**config.mk**
```make
export PLATFORM = sky130hd
export DESIGN_NAME = control_word_sequencer
export DESIGN_NICKNAME = d
export VERILOG_FILES = /design/src/rtl/control_word_sequencer.sv
export SDC_FILE = /design/constraint.sdc
export NUM_CORES = 2
export LEC_CHECK = 0
export CORE_MARGIN = 1.5
export CORE_UTILIZATION = 45
export DETAILED_ROUTE_END_ITERATION = 16
export HOLD_SLACK_MARGIN = 0.02
export PLACE_DENSITY_LB_ADDON = 0.1
export SYNTH_ARGS = -nofsm -noshare
export SYNTH_HDL_FRONTEND = slang
export SYNTH_SLANG_ARGS = --single-unit
```
**constraint.sdc**
```tcl
create_clock -name clock -period 15.18 [get_ports clock]
set_clock_uncertainty 0.1 [all_clocks]
set_input_delay 2.277 -clock clock [delete_from_list [all_inputs] [get_ports clock]]
set_output_delay 2.277 -clock clock [all_outputs]
set_load 0.02 [all_outputs]
```
**src/rtl/control_word_sequencer.sv**
```systemverilog
// control_word_sequencer: replays a stored control-word/constant program into the LEGv8 datapath
//
// Ports:
//   clock, reset      rising-edge clock, synchronous active-high reset
//   load_en/addr/cw/k write one program slot (IDLE only)
//   start, length     run `length` steps from slot 0 (clamped to DEPTH, IDLE only)
//   abort             cancel the run, no done pulse
//   mem_ready         memory finishes the current memory-flagged step
//   cw_out, k_out     registered control word / constant to the datapath (0 = NOP)
//   cw_valid, pc      live-step flag and slot index of the step on cw_out
//   busy, done        run in progress / one-cycle completion pulse
//   stall_count       saturating count of stalled cycles in the last/current run
module control_word_sequencer #(
    parameter int CW_WIDTH     = 32,
    parameter int K_WIDTH      = 64,
    parameter int DEPTH        = 16,
    parameter int MEM_FLAG_BIT = 9,
    parameter int CNT_WIDTH    = 16,
    localparam int AW          = $clog2(DEPTH)
) (
    input  logic                 clock,
    input  logic                 reset,
    input  logic                 load_en,
    input  logic [AW-1:0]        load_addr,
    input  logic [CW_WIDTH-1:0]  load_cw,
    input  logic [K_WIDTH-1:0]   load_k,
    input  logic                 start,
    input  logic [AW:0]          length,
    input  logic                 abort,
    input  logic                 mem_ready,
    output logic [CW_WIDTH-1:0]  cw_out,
    output logic [K_WIDTH-1:0]   k_out,
    output logic                 cw_valid,
    output logic [AW-1:0]        pc,
    output logic                 busy,
    output logic                 done,
    output logic [CNT_WIDTH-1:0] stall_count
);
    typedef enum logic {IDLE, ISSUE} state_t;
    localparam logic [AW:0] NMAX = (AW+1)'(DEPTH);
    state_t              state_q;
    logic [AW:0]         n_q;
    logic [CW_WIDTH-1:0] cw_mem [DEPTH];
    logic [K_WIDTH-1:0]  k_mem  [DEPTH];
    logic [AW-1:0]       pc_d;
    logic                consume, last, hit0;
    logic [CW_WIDTH-1:0] cw0_d;
    logic [K_WIDTH-1:0]  k0_d;
    always_comb begin
        pc_d    = pc + AW'(1);
        consume = cw_valid && (!cw_out[MEM_FLAG_BIT] || mem_ready);
        last    = ({1'b0, pc} + (AW+1)'(1)) == n_q;
        // a load to slot 0 in the start cycle must be visible to the first step
        hit0    = load_en && load_addr == '0;
        cw0_d   = hit0 ? load_cw : cw_mem[0];
        k0_d    = hit0 ? load_k : k_mem[0];
        busy    = state_q == ISSUE;
    end
    // program storage survives reset
    always_ff @(posedge clock)
        if (state_q == IDLE && load_en) begin
            cw_mem[load_addr] <= load_cw;
            k_mem[load_addr]  <= load_k;
        end
    always_ff @(posedge clock) begin
        if (reset) begin
            state_q     <= IDLE;
            n_q         <= '0;
            cw_out      <= '0;
            k_out       <= '0;
            cw_valid    <= 1'b0;
            pc          <= '0;
            done        <= 1'b0;
            stall_count <= '0;
        end else begin
            done <= 1'b0;
            if (abort) begin
                state_q  <= IDLE;
                cw_out   <= '0;
                k_out    <= '0;
                cw_valid <= 1'b0;
            end else if (state_q == IDLE) begin
                if (start && length == '0)
                    done <= 1'b1;
                else if (start) begin
                    state_q     <= ISSUE;
                    n_q         <= length > NMAX ? NMAX : length;
                    stall_count <= '0;
                    cw_out      <= cw0_d;
                    k_out       <= k0_d;
                    cw_valid    <= 1'b1;
                    pc          <= '0;
                end
            end else if (consume && last) begin
                state_q  <= IDLE;
                cw_out   <= '0;
                k_out    <= '0;
                cw_valid <= 1'b0;
                done     <= 1'b1;
            end else if (consume) begin
                pc     <= pc_d;
                cw_out <= cw_mem[pc_d];
                k_out  <= k_mem[pc_d];
            end else if (stall_count != '1)
                stall_count <= stall_count + CNT_WIDTH'(1);
        end
    end
endmodule

```
* Word level (Yosys, flattened, before mapping)
Memories as Yosys holds them, arrays and structs flattened.
Index checks and enable logic that the tools add are counted.
Widths: inputs -> output; s select.
** Cells by class
- Add/subtract/negate cells :: 3
- Multipliers :: 0
- Divide/modulo/power cells :: 0
- Order comparisons :: 1
- Equal/unequal tests :: 9
- Shift operators :: 0
- Mux-type cells :: 37
- Bitwise gates (word level) :: 3
- Reductions and logical operators :: 16
** Operators by type and width (count)
- $mux 64 :: 6
- $mux 32 :: 6
- $mux 16 :: 6
- $mux 4 :: 5
- $add 16x1->16 const B :: 1
- $ne 16x16->1 const B :: 1
- $mux 1 :: 13
- $ne 2x1->1 const B :: 3
- $ne 2x2->1 const B :: 3
- $reduce_and 3->1 :: 2
- $reduce_and 6->1 :: 1
- $add 4x1->5 const B :: 1
- $eq 5x5->1 :: 1
- $gt 5x5->1 const B :: 1
- $logic_and 1x1->1 :: 5
- $logic_not 5->1 :: 1
- $mux 5 :: 1
- $reduce_and 5->1 :: 1
- $add 4x1->4 const B :: 1
- $logic_not 4->1 :: 1
- $reduce_and 4->1 :: 1
- $ne 3x1->1 const B :: 1
- $not 1->1 :: 3
- $reduce_bool 2->1 :: 1
- 3 further kinds :: 3
** Word-level totals
- Register bits :: 124
- Latch bits :: 0
- Bits in writable memories :: 1536
- Bits in read-only memories :: 0
- Bits of input ports :: 111
- Word-level logic and storage cells :: 79
- Memories :: 2
** Memory list
- k_mem :: words 16, bits a word 64, rd ports 2, clocked after memory_dff 0, wr ports 1, line 44 : logic [K_WIDTH-1:0] k_mem [DEPTH];
- cw_mem :: words 16, bits a word 32, rd ports 2, clocked after memory_dff 0, wr ports 1, line 43 : logic [CW_WIDTH-1:0] cw_mem [DEPTH];

* Depth between registers and ports, before layout
- Word-level depth :: 6
- Mapped depth :: 10
- Gate-level depth less buffers :: 6

* Worst setup path before layout
Ideal clock, no wire load.
- Kind :: input to register
- Start :: input port load_en
- End :: memory cw_mem[1][0] (enable)
- Arrival time :: 9160 ps
- Setup slack :: 5252 ps
- Stages :: 3
- Buffers on the path :: 0
- Cells stage by stage :: nor2b_1 nand3b_1 nor3_1
** Between the ends
- Word-level cells in the longest chain between the ends :: 3
** Ends and longest elaborated chain
- from (decl) :: line 23 : input logic load_en,
- $logic_and 1x1->1 :: line 61 : if (state_q == IDLE && load_en) begin
- $mux 1 :: line 61
- $mux 1 (not written as such) :: line 62 : cw_mem[load_addr] <= load_cw;
- to (decl) :: line 43
Every way passes these cells.

* Worst setup path after layout
- Start :: input port load_en
- End :: memory k_mem[12][40] (enable)
** Between the ends
- Word-level cells in the longest chain between the ends :: 3
** Ends and longest elaborated chain
- $logic_and 1x1->1 :: line 61
- $mux 1 :: line 61
- $mux 1 (not written as such) :: line 63 : k_mem[load_addr] <= load_k;
- to (decl) :: line 44
Every way passes these cells.

==> results.json <==
{
  "async_reset_ff_frac": 0,
  "end_kind": "flip-flop",
  "initial_utilization": 0.4553,
  "r2r_slack_ns": 10.44,
  "hold_viol": 0,
  "gp_congestion": 0.7757,
  "wl_per_cell_microns": 26.99,
  "diodes": 0,
  "cp.required_ns": 15.47,
  "io_pins": 230,
  "cts_hold_buf": 0,
  "synth_top_area_frac": 0.7128,
  "netlist_area_sq_um": 64700,
  "cts_resized": 0,
  "synth.area.top_cells": "edfxtp_1 (71%), mux4_2 (6.8%), nand2_1 (4.0%)",
  "fin_crit_sh": 0.3609,
  "antenna_found_initial": 11,
  "tightest_slew_ns": 1.219,
  "ys_types": 59,
  "total_power_mw": 9.354,
  "hold_start": "k_out[38]",
  "holdWs_ns": 0.3735,
  "area_delta_synth_final_pct": 14.98,
  "grt_max_degree": 160,
  "start_kind": "input pin",
  "grt_pass1_vias": 36260,
  "p_per_area_nw_per_um2": 125.7,
  "core_area_sq_um": 142100,
  "avgSynthCellArea_sq_um": 16.65,
  "cts_tree": "built",
  "finalWorstPathRequiredPeriod_ns": 5.478,
  "grt.busiest_layer": "met2",
  "clk_pin_slew_ns": 0.06,
  "die_w_microns": 382.2,
  "outcome": "finished clean",
  "dr.first_iter.drc_count": 2481,
  "crit_top_cell": "buf_4",
  "r2r-end": "cw_out[29]",
  "ir_drop_mv": 0.1031,
  "grt_use_total": 0.2263,
  "crit_end": "k_mem[12][40]",
  "crit_path_start": "load_en",
  "post-cts-setup-buffers": 0,
  "grt_util_met3": 0.03532,
  "num-nets-final": 4221,
  "fmax_ghz": 0.1825,
  "drt_wl_total_mm": 165.8,
  "critPathKind": "input pin to flip-flop",
  "drive_above_1_share": 0.1234,
  "numCtsBuffers": 173,
  "synth-main-ff-cell": "edfxtp_1",
  "dp_hpwl_mm": 83.74,
  "max_cap_viol_count": 0,
  "p_leak_nw": 23.18,
  "firstDrtPassIters": 5,
  "die_area_sq_um": 146100,
  "drc": 0,
  "setup_viol_count_final": 0,
  "grt_pass1_wl_mm": 244.4,
  "synth_seq_cells": 1660,
  "via_per_inst": 5.783,
  "hp-class": "flip-flop to flip-flop",
  "clockRootBuffer": "clkbuf_16",
  "h-tree-depth": 4,
  "vias": 35530,
  "r2r-start": "pc[0]",
  "io_buffers": 229,
  "slowest_delay_ns": 0.81,
  "syn-instance-count": 3887,
  "gr-total-overflow": 0,
  "cp_max_fo": 39,
  "met2_usage": 0.3900,
  "synth_area_leader_cell": "edfxtp_1",
  "cts_sinks": 1660,
  "ant_nets": 0,
  "cpMaxStageDelayCell": "nor2_4",
  "ys_seq_area_frac": 0.7512,
  "synth_warnings": 0,
  "syn_nets": 4000,
  "setup_tns_ns": 0,
  "clock_latency_ns": 0.79,
  "max_slew_margin": 0.1871,
  "cp.arrival_ns": 5.77,
  "rows": 138,
  "slew_viol_final": 0,
  "rsz0062_at_grt": "no",
  "ctsLongestPathBuffers": 3,
  "crit_chain": "clkdlybuf4s50_1 -> nor2b_1 -> nand2_1 -> nor2_4 -> buf_4 -> buf_4",
  "grt_use_met1": 0.2977,
  "synth_edf_count": 1536,
  "die_y_microns": 382.2,
  "reg2reg_depth": 10
}
-- critical path, delay by kind of cell --
kind | cells | cell delay [ns]
buffers and inverters | 3 | 1.99
AND/OR/NAND/NOR | 3 | 1.39
-- cell usage after synthesis (all sizes together) (95+ instances only) --
library cell and n:
mux4 194, edfxtp 1536, dfxtp 124, buf 129, mux2i 228, nand2 681, nand3 202, clkbuf 123
o221ai 96, a22oi 95, a21oi 109, a41oi 95
-- layout make-up --
cell class,instances,area [sq um]
fillers,11560,67700
flip-flops and latches,1660,48610
multi-input cells,1971,15110
clock buffers,250,4836
repair buffers,298,2923
well taps,1890,2365
clock inverters,70,535.5
inverters,4,15.01
-- cells by family (layout without fill, tap and decap cells) --
group / Yosys count / count (layout) / synth area share
flip-flops: 1660 / 1660 / 0.7512
AND/OR/NAND/NOR: 1036 / 1036 / 0.06907
AO/OA/AOI/OAI: 506 / 506 / 0.05687
multiplexers: 422 / 422 / 0.1028
buffers and inverters: 256 / 622 / 0.01847
XOR/XNOR: 5 / 5 / 0.001199
adder cells (fa/ha/maj): 2 / 2 / 0.0003867
-- sequential cells by signal, summed over array words and instances, names as in the netlist --
register and count:
pc 4, k_out 64, cw_valid 1, cw_out 32
cw_mem 512, n_q 5, k_mem 1024, done 1
busy 1, stall_count 16
-- how the worst min path moves through the flow --
stage                 to  slack, ns  depth (start not counted)
6_report       k_out[38]       0.37                          2
5_1_grt        k_out[38]       0.40                          2
4_1_cts        k_out[45]       0.38                          2
3_5_place_dp   k_out[45]       0.37                          2
3_3_place_gp   k_out[45]       0.35                          2
2_1_floorplan     n_q[1]       0.36                          2
-- cell usage in the layout, fill, tap and decap left out, drive strengths merged, types with 5 or more instances in the layout --
master         synthesis  routed
edfxtp              1536    1536
nand2                681     681
clkbuf               123     250
clkdlybuf4s50          0     229
mux2i                228     228
nand3                202     202
mux4                 194     194
dfxtp                124     124
a21oi                109     109
o221ai                96      96
a22oi                 95      95
a41oi                 95      95
nor2b                 72      72
buf                  129      69
o22ai                 64      64
clkinv                 0      55
nor2                  29      29
nand2b                15      15
nor3                  11      11
inv                    4      10
o21ai                  8       8
a31oi                  7       7
bufinv                 0       7
nand4                  6       6
a211oi                 5       5
o211ai                 5       5
-- layer usage --
| metal | wire, microns | part of all wire |
|---|---|---|
| met1 | 69940 | 0.42 |
| met2 | 83760 | 0.51 |
| met3 | 8153 | 0.049 |
| met4 | 3867 | 0.023 |
| met5 | 78 | 0.00047 |
-- stage by stage --
stage / cells / worst slack (ns) / instance area, sq um / util
floorplan: 3887 / 5.252 / 64700 / -
global placement: 5823 / 8.922 / 69030 / 0.4858
detailed placement: 5823 / 8.850 / 69030 / 0.4858
CTS: 6143 / 9.689 / 74400 / 0.5236
global route: 6143 / 9.573 / 74400 / 0.5236
finish: 6143 / 9.702 / 74400 / 0.5236
-- where the power goes --
group | total [mW] | switching, mW | internal [mW]
Combinational | 0.249 | 0.172 | 0.0765
Clock | 4.03 | 1.70 | 2.33
Sequential | 5.08 | 0.0228 | 5.06
Total | 9.35 | 1.89 | 7.46
No activity file was read; power rests on OpenSTA's default activity.
